### src/rtl/cart_bus_m_pkg.sv
// Shared definitions for the cartridge bus bridge: FSM state encoding,
// Game Boy address map boundaries and the address region decoder.
package cpu_defs;

   typedef enum logic [2:0] {
      RESET_HOLD = 3'd0,
      IDLE       = 3'd1,
      SETUP      = 3'd2,
      STROBE     = 3'd3,
      HOLD       = 3'd4
   } cart_state_e;

   typedef enum logic [1:0] {
      REGION_ROM  = 2'd0,
      REGION_RAM  = 2'd1,
      REGION_NONE = 2'd2
   } cart_region_e;

   localparam logic [15:0] CART_ROM_LO = 16'h0000;
   localparam logic [15:0] CART_ROM_HI = 16'h7FFF;
   localparam logic [15:0] CART_RAM_LO = 16'hA000;
   localparam logic [15:0] CART_RAM_HI = 16'hBFFF;

   // Offset-style range check keeps both bounds meaningful even when LO is zero.
   function automatic cart_region_e cart_decode(input logic [15:0] addr);
      logic [15:0] rom_off;
      logic [15:0] ram_off;
      rom_off = addr - CART_ROM_LO;
      ram_off = addr - CART_RAM_LO;
      if (rom_off <= (CART_ROM_HI - CART_ROM_LO)) begin
         return REGION_ROM;
      end else if (ram_off <= (CART_RAM_HI - CART_RAM_LO)) begin
         return REGION_RAM;
      end else begin
         return REGION_NONE;
      end
   endfunction

   function automatic int max4(input int a, input int b, input int c, input int d);
      int m;
      m = a;
      if (b > m) m = b;
      if (c > m) m = c;
      if (d > m) m = d;
      return m;
   endfunction

endpackage

### src/rtl/cart_bus_m_if.sv
// MMU-side request/response channel of the cartridge bridge.
interface cart_bus_m_if;

   logic        req_valid;
   logic        req_ready;
   logic        req_we;
   logic [15:0] req_addr;
   logic [7:0]  req_wdata;
   logic        rsp_valid;
   logic [7:0]  rsp_rdata;

   modport master (
      output req_valid,
      output req_we,
      output req_addr,
      output req_wdata,
      input  req_ready,
      input  rsp_valid,
      input  rsp_rdata
   );

   modport slave (
      input  req_valid,
      input  req_we,
      input  req_addr,
      input  req_wdata,
      output req_ready,
      output rsp_valid,
      output rsp_rdata
   );

endinterface

### src/rtl/cart_bus_m_clk_div.sv
// Free-running cartridge PHI divider. Held low while disabled, so the
// cartridge sees no clock edges while it is in reset.
module cart_clk_div_m #(
   parameter int CLK_DIV = 4
) (
   input  logic clk,
   input  logic rst,
   input  logic en_i,
   output logic cart_clk_o
);

   localparam int HALF  = CLK_DIV / 2;
   localparam int CW    = (HALF > 1) ? $clog2(HALF) : 1;
   localparam logic [CW-1:0] HALF_LD = CW'(HALF - 1);

   logic [CW-1:0] cnt_q;
   logic          clk_q;

   // Down-count half periods; toggle the output on terminal count.
   always_ff @(posedge clk or posedge rst) begin
      if (rst) begin
         cnt_q <= HALF_LD;
         clk_q <= 1'b0;
      end else if (!en_i) begin
         cnt_q <= HALF_LD;
         clk_q <= 1'b0;
      end else if (cnt_q == '0) begin
         cnt_q <= HALF_LD;
         clk_q <= ~clk_q;
      end else begin
         cnt_q <= cnt_q - 1'b1;
      end
   end

   assign cart_clk_o = clk_q;

endmodule

### src/rtl/cart_bus_m.sv
// Cartridge bus bridge: turns MMU request/response transfers into timed
// cartridge edge-connector cycles, and sequences cartridge reset and PHI.
//
// state      | meaning
// -----------+-----------------------------------------------------------
// RESET_HOLD | cart_n_rst low for RST_CYC cycles, no requests accepted
// IDLE       | req_ready high, waiting for an MMU access
// SETUP      | address / chip select settling before the strobe
// STROBE     | n_rd or n_wr low; read data sampled on the exit edge
// HOLD       | strobes high, address and data held; response on exit
module cart_bus_m
   import cpu_defs::*;
#(
   parameter int SETUP_CYC  = 1,
   parameter int STROBE_CYC = 2,
   parameter int HOLD_CYC   = 1,
   parameter int RST_CYC    = 16,
   parameter int CLK_DIV    = 4
) (
   input  logic        clk,
   input  logic        rst,
   cart_bus_m_if.slave bus,
   output logic        cart_clk,
   output logic        cart_n_rst,
   output logic        cart_n_cs,
   output logic        cart_n_rd,
   output logic        cart_n_wr,
   output logic [15:0] cart_addr,
   output logic [7:0]  cart_data_out,
   output logic        cart_data_oe,
   input  logic [7:0]  cart_data_in
);

   localparam logic [2:0] S_RESET_HOLD = RESET_HOLD;
   localparam logic [2:0] S_IDLE       = IDLE;
   localparam logic [2:0] S_SETUP      = SETUP;
   localparam logic [2:0] S_STROBE     = STROBE;
   localparam logic [2:0] S_HOLD       = HOLD;

   // One shared down-counter; loads hold (cycles - 1) so 0 is the last cycle.
   localparam int CNT_MAX = max4(SETUP_CYC, STROBE_CYC, HOLD_CYC, RST_CYC);
   localparam int CNT_W   = (CNT_MAX > 1) ? $clog2(CNT_MAX) : 1;
   localparam logic [CNT_W-1:0] SETUP_LD  = CNT_W'(SETUP_CYC - 1);
   localparam logic [CNT_W-1:0] STROBE_LD = CNT_W'(STROBE_CYC - 1);
   localparam logic [CNT_W-1:0] HOLD_LD   = CNT_W'(HOLD_CYC - 1);
   localparam logic [CNT_W-1:0] RST_LD    = CNT_W'(RST_CYC - 1);

   logic [2:0]       state_q, state_d;
   logic [CNT_W-1:0] cnt_q, cnt_d;
   logic             we_q, we_d;
   cart_region_e     region_q, region_d;
   logic             ready_q, ready_d;
   logic             rsp_valid_q, rsp_valid_d;
   logic [7:0]       rdata_q, rdata_d;
   logic             n_rst_q, n_rst_d;
   logic             n_cs_q, n_cs_d;
   logic             n_rd_q, n_rd_d;
   logic             n_wr_q, n_wr_d;
   logic [15:0]      addr_q, addr_d;
   logic [7:0]       dout_q, dout_d;
   logic             oe_q, oe_d;

   logic             accept;
   logic             cnt_done;
   cart_region_e     req_region;

   // ready_q is only ever high in IDLE, so it doubles as the state qualifier.
   assign accept     = bus.req_valid && ready_q;
   assign cnt_done   = (cnt_q == '0);
   assign req_region = cart_decode(bus.req_addr);

   // Next-state and next-output computation for the access sequencer.
   always_comb begin
      state_d     = state_q;
      cnt_d       = cnt_q;
      we_d        = we_q;
      region_d    = region_q;
      ready_d     = ready_q;
      rsp_valid_d = 1'b0;
      rdata_d     = rdata_q;
      n_rst_d     = n_rst_q;
      n_cs_d      = n_cs_q;
      n_rd_d      = n_rd_q;
      n_wr_d      = n_wr_q;
      addr_d      = addr_q;
      dout_d      = dout_q;
      oe_d        = oe_q;

      case (state_q)
         S_RESET_HOLD: begin
            if (cnt_done) begin
               state_d = S_IDLE;
               n_rst_d = 1'b1;
               ready_d = 1'b1;
            end else begin
               cnt_d = cnt_q - 1'b1;
            end
         end

         S_IDLE: begin
            if (accept) begin
               state_d  = S_SETUP;
               cnt_d    = SETUP_LD;
               ready_d  = 1'b0;
               we_d     = bus.req_we;
               region_d = req_region;
               addr_d   = bus.req_addr;
               n_cs_d   = (req_region != REGION_RAM);
               if (bus.req_we && (req_region != REGION_NONE)) begin
                  oe_d   = 1'b1;
                  dout_d = bus.req_wdata;
               end
            end
         end

         S_SETUP: begin
            if (cnt_done) begin
               state_d = S_STROBE;
               cnt_d   = STROBE_LD;
               // Unmapped addresses run the same timing with no strobe.
               if (region_q != REGION_NONE) begin
                  n_rd_d = we_q;
                  n_wr_d = !we_q;
               end
            end else begin
               cnt_d = cnt_q - 1'b1;
            end
         end

         S_STROBE: begin
            if (cnt_done) begin
               state_d = S_HOLD;
               cnt_d   = HOLD_LD;
               n_rd_d  = 1'b1;
               n_wr_d  = 1'b1;
               if (!we_q) begin
                  rdata_d = (region_q == REGION_NONE) ? 8'hFF : cart_data_in;
               end
            end else begin
               cnt_d = cnt_q - 1'b1;
            end
         end

         S_HOLD: begin
            if (cnt_done) begin
               state_d     = S_IDLE;
               rsp_valid_d = 1'b1;
               ready_d     = 1'b1;
               n_cs_d      = 1'b1;
               oe_d        = 1'b0;
            end else begin
               cnt_d = cnt_q - 1'b1;
            end
         end

         default: begin
            state_d = S_RESET_HOLD;
            cnt_d   = RST_LD;
            ready_d = 1'b0;
            n_rst_d = 1'b0;
            n_cs_d  = 1'b1;
            n_rd_d  = 1'b1;
            n_wr_d  = 1'b1;
            oe_d    = 1'b0;
         end
      endcase
   end

   // State and output registers; reset abandons any in-flight access.
   always_ff @(posedge clk or posedge rst) begin
      if (rst) begin
         state_q     <= S_RESET_HOLD;
         cnt_q       <= RST_LD;
         we_q        <= 1'b0;
         region_q    <= REGION_NONE;
         ready_q     <= 1'b0;
         rsp_valid_q <= 1'b0;
         rdata_q     <= 8'hFF;
         n_rst_q     <= 1'b0;
         n_cs_q      <= 1'b1;
         n_rd_q      <= 1'b1;
         n_wr_q      <= 1'b1;
         addr_q      <= 16'h0000;
         dout_q      <= 8'h00;
         oe_q        <= 1'b0;
      end else begin
         state_q     <= state_d;
         cnt_q       <= cnt_d;
         we_q        <= we_d;
         region_q    <= region_d;
         ready_q     <= ready_d;
         rsp_valid_q <= rsp_valid_d;
         rdata_q     <= rdata_d;
         n_rst_q     <= n_rst_d;
         n_cs_q      <= n_cs_d;
         n_rd_q      <= n_rd_d;
         n_wr_q      <= n_wr_d;
         addr_q      <= addr_d;
         dout_q      <= dout_d;
         oe_q        <= oe_d;
      end
   end

   cart_clk_div_m #(
      .CLK_DIV (CLK_DIV)
   ) u_clk_div (
      .clk        (clk),
      .rst        (rst),
      .en_i       (n_rst_q),
      .cart_clk_o (cart_clk)
   );

   assign bus.req_ready = ready_q;
   assign bus.rsp_valid = rsp_valid_q;
   assign bus.rsp_rdata = rdata_q;
   assign cart_n_rst    = n_rst_q;
   assign cart_n_cs     = n_cs_q;
   assign cart_n_rd     = n_rd_q;
   assign cart_n_wr     = n_wr_q;
   assign cart_addr     = addr_q;
   assign cart_data_out = dout_q;
   assign cart_data_oe  = oe_q;

   // Bus-contention and address-stability invariants on the cartridge pins.
   a_strobe_excl: assert property (@(posedge clk) disable iff (rst)
      !(!n_rd_q && !n_wr_q));
   a_oe_vs_rd: assert property (@(posedge clk) disable iff (rst)
      !(oe_q && !n_rd_q));
   a_addr_stable: assert property (@(posedge clk) disable iff (rst)
      (!n_rd_q || !n_wr_q) |=> ((n_rd_q && n_wr_q) || $stable(addr_q)));

endmodule

### src/flat_wrapper.sv
// flat-port wrapper written by rule: the top's interface ports become plain ports
module cart_bus_m_flat import cpu_defs::*;
#(
   parameter int SETUP_CYC  = 1,
   parameter int STROBE_CYC = 2,
   parameter int HOLD_CYC   = 1,
   parameter int RST_CYC    = 16,
   parameter int CLK_DIV    = 4
)
  (clk, rst, cart_clk, cart_n_rst, cart_n_cs, cart_n_rd, cart_n_wr, cart_addr, cart_data_out, cart_data_oe, cart_data_in, bus_req_valid, bus_req_we, bus_req_addr, bus_req_wdata, bus_req_ready, bus_rsp_valid, bus_rsp_rdata);
  cart_bus_m_if bus_i ();
  input  logic clk;
  input  logic rst;
  output logic cart_clk;
  output logic cart_n_rst;
  output logic cart_n_cs;
  output logic cart_n_rd;
  output logic cart_n_wr;
  output logic [15:0] cart_addr;
  output logic [7:0] cart_data_out;
  output logic cart_data_oe;
  input  logic [7:0] cart_data_in;
  input wire logic [$bits(bus_i.req_valid)-1:0] bus_req_valid;
  input wire logic [$bits(bus_i.req_we)-1:0] bus_req_we;
  input wire logic [$bits(bus_i.req_addr)-1:0] bus_req_addr;
  input wire logic [$bits(bus_i.req_wdata)-1:0] bus_req_wdata;
  output wire logic [$bits(bus_i.req_ready)-1:0] bus_req_ready;
  output wire logic [$bits(bus_i.rsp_valid)-1:0] bus_rsp_valid;
  output wire logic [$bits(bus_i.rsp_rdata)-1:0] bus_rsp_rdata;
  assign bus_i.req_valid = bus_req_valid;
  assign bus_i.req_we = bus_req_we;
  assign bus_i.req_addr = bus_req_addr;
  assign bus_i.req_wdata = bus_req_wdata;
  assign bus_req_ready = bus_i.req_ready;
  assign bus_rsp_valid = bus_i.rsp_valid;
  assign bus_rsp_rdata = bus_i.rsp_rdata;
  cart_bus_m #(.SETUP_CYC(SETUP_CYC), .STROBE_CYC(STROBE_CYC), .HOLD_CYC(HOLD_CYC), .RST_CYC(RST_CYC), .CLK_DIV(CLK_DIV)) u_core (.clk(clk), .rst(rst), .bus(bus_i), .cart_clk(cart_clk), .cart_n_rst(cart_n_rst), .cart_n_cs(cart_n_cs), .cart_n_rd(cart_n_rd), .cart_n_wr(cart_n_wr), .cart_addr(cart_addr), .cart_data_out(cart_data_out), .cart_data_oe(cart_data_oe), .cart_data_in(cart_data_in));
endmodule
### config.mk
export PLATFORM = sky130hd
export DESIGN_NAME = cart_bus_m_flat
export DESIGN_NICKNAME = d
export VERILOG_FILES = /design/src/rtl/cart_bus_m_pkg.sv /design/src/rtl/cart_bus_m_if.sv /design/src/rtl/cart_bus_m_clk_div.sv /design/src/rtl/cart_bus_m.sv /design/src/flat_wrapper.sv
export SDC_FILE = /design/constraint.sdc
export NUM_CORES = 1
export LEC_CHECK = 0
export ABC_AREA = 1
export CAP_MARGIN = 20
export CORE_MARGIN = 1.5
export CORE_UTILIZATION = 46
export DETAILED_ROUTE_END_ITERATION = 6
export PLACE_DENSITY = 0.92
export SLEW_MARGIN = 20
export SYNTH_ARGS = -nofsm -noshare
export SYNTH_HDL_FRONTEND = slang
export SYNTH_HIERARCHICAL = 1
export SYNTH_SLANG_ARGS = --single-unit
### constraint.sdc
create_clock -name clk -period 1.91 [get_ports clk]
set_input_delay 0.382 -clock clk [delete_from_list [all_inputs] [get_ports clk]]
set_output_delay 0.382 -clock clk [all_outputs]
set_load 0.01 [all_outputs]
* Word level (Yosys, flattened, before mapping)
Cells that the tools add are included.
** Cells by class
- Add/sub/neg operators :: 3
- Magnitude comparators :: 2
- Equality and inequality tests :: 18
- Mux-type cells :: 35
- Bitwise operators :: 6
- Reduce and logical (&&, ||, !) cells :: 20
** Operators with widths (number)
- $ne 2x1->1 const B :: 9
- $le 16x13->1 const B :: 1
- $le 16x15->1 const B :: 1
- $mux 1 :: 16
- $mux 4 :: 4
- $pmux 4 s4 :: 1
- $sub 16x16->16 const B :: 1
- $pmux 1 s3 :: 5
- $mux 3 :: 4
- $pmux 3 s4 :: 1
- $reduce_and 3->1 :: 4
- $reduce_and 4->1 :: 3
- $mux 8 :: 1
- $ne 2x2->1 const B :: 4
- $eq 3x2->1 const B :: 2
- $not 1->1 :: 6
- $reduce_and 2->1 :: 3
- $reduce_or 3->1 :: 2
- $logic_not 4->1 :: 1
- $mux 2 :: 2
- $reduce_or 2->1 :: 2
- $reduce_or 4->1 :: 1
- $sub 4x1->4 const B :: 1
- $eq 3x1->1 const B :: 1
- 7 further kinds :: 8
** Storage, ports and cells
- Register bits :: 51
- Logic and storage cells :: 100

* Depth between registers and ports, before layout
- Depth in word-level cells :: 9
- Gate-level depth with buffers :: 9
- Depth with buffers taken out :: 8

* Hierarchy
Netlist, hierarchy kept.
** By module, submodules not included
- cart_bus_m :: times used 1, cells each 257, area an instance 2249.7 µm²
- cart_clk_div_m :: times used 1, cells each 9, area an instance 80.1 µm²

* Worst setup path before layout
No wires, ideal clock.
- Path type :: input to register
- Start :: input port bus_req_addr[13]
- End :: register u_core.dout_q[0], in the netlist u_core/cart_data_out[0]
- Setup time :: 0.065 ns
- Arrival :: 1.469 ns
- Path slack :: 0.376 ns
- Stages :: 8
- Path buffers :: 0
- Cells stage by stage :: inv_1 ha_1 nand2_1 o21ai_1 nand2_2 nor2_8 nand2_1 nand2_1
** On the way
- Cells in the longest elaborated chain, start to end :: 7
- Elaborated cells on any way between the ends :: 8
- Classes of those cells :: add/sub: 1; order compare: 2; eq/ne: 1; mux: 2; reduce/logical: 2
** Ends and longest elaborated chain
- start: declaration :: line flat_wrapper.sv:25 : input wire logic [$bits(bus_i.req_addr)-1:0] bus_req_addr;
- $sub 16x16->16 :: line cart_bus_m_pkg.sv:29 : ram_off = addr - CART_RAM_LO;
- $le 16x13->1 :: line cart_bus_m_pkg.sv:32 : end else if (ram_off <= (CART_RAM_HI - CART_RAM_LO)) begin
- $mux 2 :: line cart_bus_m_pkg.sv:32
- $mux 2 (*) :: line cart_bus_m_pkg.sv:30 : if (rom_off <= (CART_ROM_HI - CART_ROM_LO)) begin
- $ne 2x2->1 (*) :: line cart_bus_m.sv:109 : if (bus.req_we && (req_region != REGION_NONE)) begin
- $logic_and 1x1->1 (*) :: line cart_bus_m.sv:109
- $reduce_and 3->1 (no source line) (*)
- end signal: assignment :: line cart_bus_m.sv:199 : dout_q <= dout_d;
- end: declaration :: line cart_bus_m.sv:60 : logic [7:0] dout_q, dout_d;
Every way passes the cells marked *; elsewhere a longest branch is shown, timed or not.
A chain may end at the register's enable or synchronous reset.

* Final worst setup path
- Start :: register u_core.n_cs_q, in the netlist u_core/cart_n_cs
- End :: output port cart_n_cs
** RTL lines
- start: declaration :: line cart_bus_m.sv:56 : logic n_cs_q, n_cs_d;
- start signal: assignment :: line cart_bus_m.sv:195 : n_cs_q <= n_cs_d;
- end: declaration :: line flat_wrapper.sv:16 : output logic cart_n_cs;
No word-level cell between the ends.

==> impl_metrics.py <==
metrics = {
    "cells_and_area": {
        "diodes": 0,
        "syn2layout_area_growth_pct": 40.49,
        "fillers": 385,
        "layout-drive-gt1-share": 0.1506,
        "final_area_um2": 3273,
        "post-route-util": 0.6839,
        "nets": 390,
    },
    "drt": {
        "wl_per_cell_um": 12.05,
        "drt_iter0_drc": 102,
        "drc": 0,
        "wirelength_um": 5047,
        "final_antenna_net_count": 0,
        "vias_per_cell": 4.768,
        "via_count": 1998,
        "drt-pass1-iter-count": 5,
    },
    "clock_tree": {
        "cts_hold_buf": 0,
        "cts_setup_buffers": 0,
        "clock_sinks": 51,
        "h-tree-depth": 2,
        "numCtsBuffers": 5,
        "ctsRootBufferMaster": "clkbuf_8",
        "cts_tree": "done",
        "clk_path_buf_depth": 2,
        "clkTransAtPathRegs_ps": 90,
        "cts.repair.resized": 0,
        "clk_latency_ps": 300,
    },
    "floorplan": {
        "die_x_um": 74.17,
        "core_um2": 4786,
        "dieArea_um2": 5500,
        "die_h_um": 74.17,
        "initial_core_util": 0.4868,
        "ios": 76,
        "rows": 25,
    },
    "grt": {
        "grt_pass1_vias": 1935,
        "grt_max_degree": 37,
        "grt_pass1_wl_um": 8148,
        "antenna_found_initial": 0,
        "grt_remaining_overflow": 0,
        "grt_use_total": 0.1932,
    },
    "worst_setup_path": {
        "path_class": "reg2out",
        "critPathBufInv": 1,
        "r2r_start": "u_core/cnt_q[0]$_DFFE_PP1P_",
        "crit_fanout": 2,
        "worstPathRequired_ps": 1530,
        "cp-start-kind": "register",
        "r2r_end": "u_core/bus.rsp_rdata[3]$_DFFE_PP1P_",
        "cp_cell_sequence": "clkdlybuf4s50_1",
        "crit_slowest_cell": "dfstp_2",
        "end_kind": "primary output",
        "critPathMaxStageDelay_ps": 550,
        "rr_worst_depth": 8,
        "worst-path-stages": 1,
        "reg2reg_slack_ps": 250,
        "cp_top_family": "flip-flops",
        "arrival_ps": 1390,
    },
    "synthesis": {
        "synth_area_um2": 2330,
        "syn_inst": 266,
        "syn_area_per_cell_um2": 8.758,
        "synth_nets": 305,
        "ys_seq_elements": 51,
        "ys_seq_area_frac": 0.5569,
        "ys_warn_count": 6,
        "ys_types": 26,
    },
    "timing": {
        "slew_viol_final": 0,
        "relSlewSlack": 0.7375,
        "max_freq_mhz": 565.4,
        "period_needed_ps": 1769,
        "hold_viol_final": 0,
        "fin_crit_sh": 0.9259,
        "skew_ps": 5.641,
        "setup_viol_count_final": 0,
        "rsz0062_at_grt": "no",
        "tightest_slew_ps": 392.4,
    },
    "place": {
        "dp_hpwl_um": 3793,
        "io_buffers": 75,
        "gp_congestion": 0.9279,
        "placed_area_um2": 3188,
    },
    "power_and_ir_drop": {
        "p_leak_nw": 1.601,
        "total_power_mw": 4.525,
        "p_per_area_nw_per_um2": 1382,
        "vdd_drop_max_mv": 0.7040,
    },
    "worst_hold_path": {
        "hold_path_class": "in2async",
    },
    "status": {
        "status": "finished clean",
    },
    "job": {
        "maxCapViolCount": 0,
    },
}
## routing by layer
metal / GRT usage / up-vias / share of wire
li1: - / 991 / -
met1: 0.2215 / 928 / 0.41
met2: 0.3512 / 74 / 0.51
met3: 0.05420 / 5 / 0.070
met4: 0.05350 / 0 / 0.011
met5: 0 / - / 0
## final cells by class
class                   instances  area [um^2]  area share
repair buffers                 82        815.8      0.2492
multi-input cells             188        899.6      0.2748
well taps                      67        83.83     0.02561
inverters                      23        91.34     0.02791
clock inverters                 2        12.51    0.003823
flip-flops and latches         51         1297      0.3964
clock buffers                   6        72.57     0.02217
## synthesized netlist by cell type
master,number,share of area
nand3_2,1,0.0043
nor2_1,33,0.053
nand3_4,1,0.0075
o21ai_0,6,0.013
a21oi_1,10,0.021
nand3_1,9,0.019
nor2_8,2,0.017
a21boi_1,1,0.0032
xor2_1,1,0.0038
o21ai_1,3,0.0064
a31oi_1,1,0.0027
nand2_1,103,0.17
nand2_2,3,0.0081
inv_6,1,0.0038
buf_6,3,0.014
buf_4,1,0.0032
dfstp_2,17,0.19
nand2_4,1,0.0048
dfrtp_1,34,0.37
inv_2,3,0.0048
nor3_1,1,0.0021
nor2_4,3,0.014
ha_1,3,0.016
o21ai_2,4,0.015
a21oi_2,2,0.0075
inv_1,19,0.031
## sequential cells by signal (all words and copies together), names as in the netlist, 2 cells and up
name / cells
u_core/bus.rsp_rdata: 8
u_core/cart_addr: 16
u_core/cart_data_out: 8
u_core/cnt_q: 4
u_core/region_q: 2
u_core/state_q: 3
## layout by cell type (no fill, tap or decap), types with 4 or more instances in the layout
master	instances
inv_2	4
nor2_1	33
buf_4	6
a21oi_1	10
o21ai_2	4
nand3_1	9
clkbuf_8	5
nand2_1	103
dfstp_2	17
clkdlybuf4s50_1	75
dfrtp_1	34
o21ai_0	6
inv_1	18
## cells by family (layout without fill, tap and decap cells)
| family | Yosys count | in the layout | share of synthesized area |
|---|---|---|---|
| flip-flops | 51 | 51 | 0.5569 |
| AO/OA/AOI/OAI | 27 | 27 | 0.06928 |
| AND/OR/NAND/NOR | 157 | 157 | 0.2970 |
| XOR/XNOR | 1 | 1 | 0.003760 |
| adder cells (fa/ha/maj) | 3 | 3 | 0.01611 |
| buffers and inverters | 27 | 113 | 0.05693 |
## worst max path at each step
| stage | start | endpoint |
|---|---|---|
| after detailed placement | bus_req_addr[13] | u_core/cart_data_out[4]$_DFFE_PP0P_ |
| after global routing | bus_req_addr[13] | u_core/cart_data_out[6]$_DFFE_PP0P_ |
| after global placement | bus_req_addr[13] | u_core/cart_data_out[5]$_DFFE_PP0P_ |
| after CTS | u_core/cart_n_cs$_DFFE_PP1P_ | cart_n_cs |
| after floorplan | rst | u_core/bus.req_ready$_DFFE_PP0P_ |
| final | u_core/cart_n_cs$_DFFE_PP1P_ | cart_n_cs |
## stage by stage
stage               std cells  hold slack (ps)  TNS (ps)  setup WS [ps]
floorplan                 266            122.5         0          376.1
global placement          411            442.5    -243.5         -31.67
detailed placement        411            451.3    -856.7         -110.9
CTS                       419            273.0         0          127.9
global route              419            300.7         0          60.73
finish                    419            282.9         0          141.5
## report_power, final
| part | switching (mW) | internal [mW] |
|---|---|---|
| Sequential | 0.294 | 1.62 |
| Combinational | 0.999 | 1.02 |
| Clock | 0.331 | 0.256 |
Note: power is estimated with default switching activity, not from simulation.
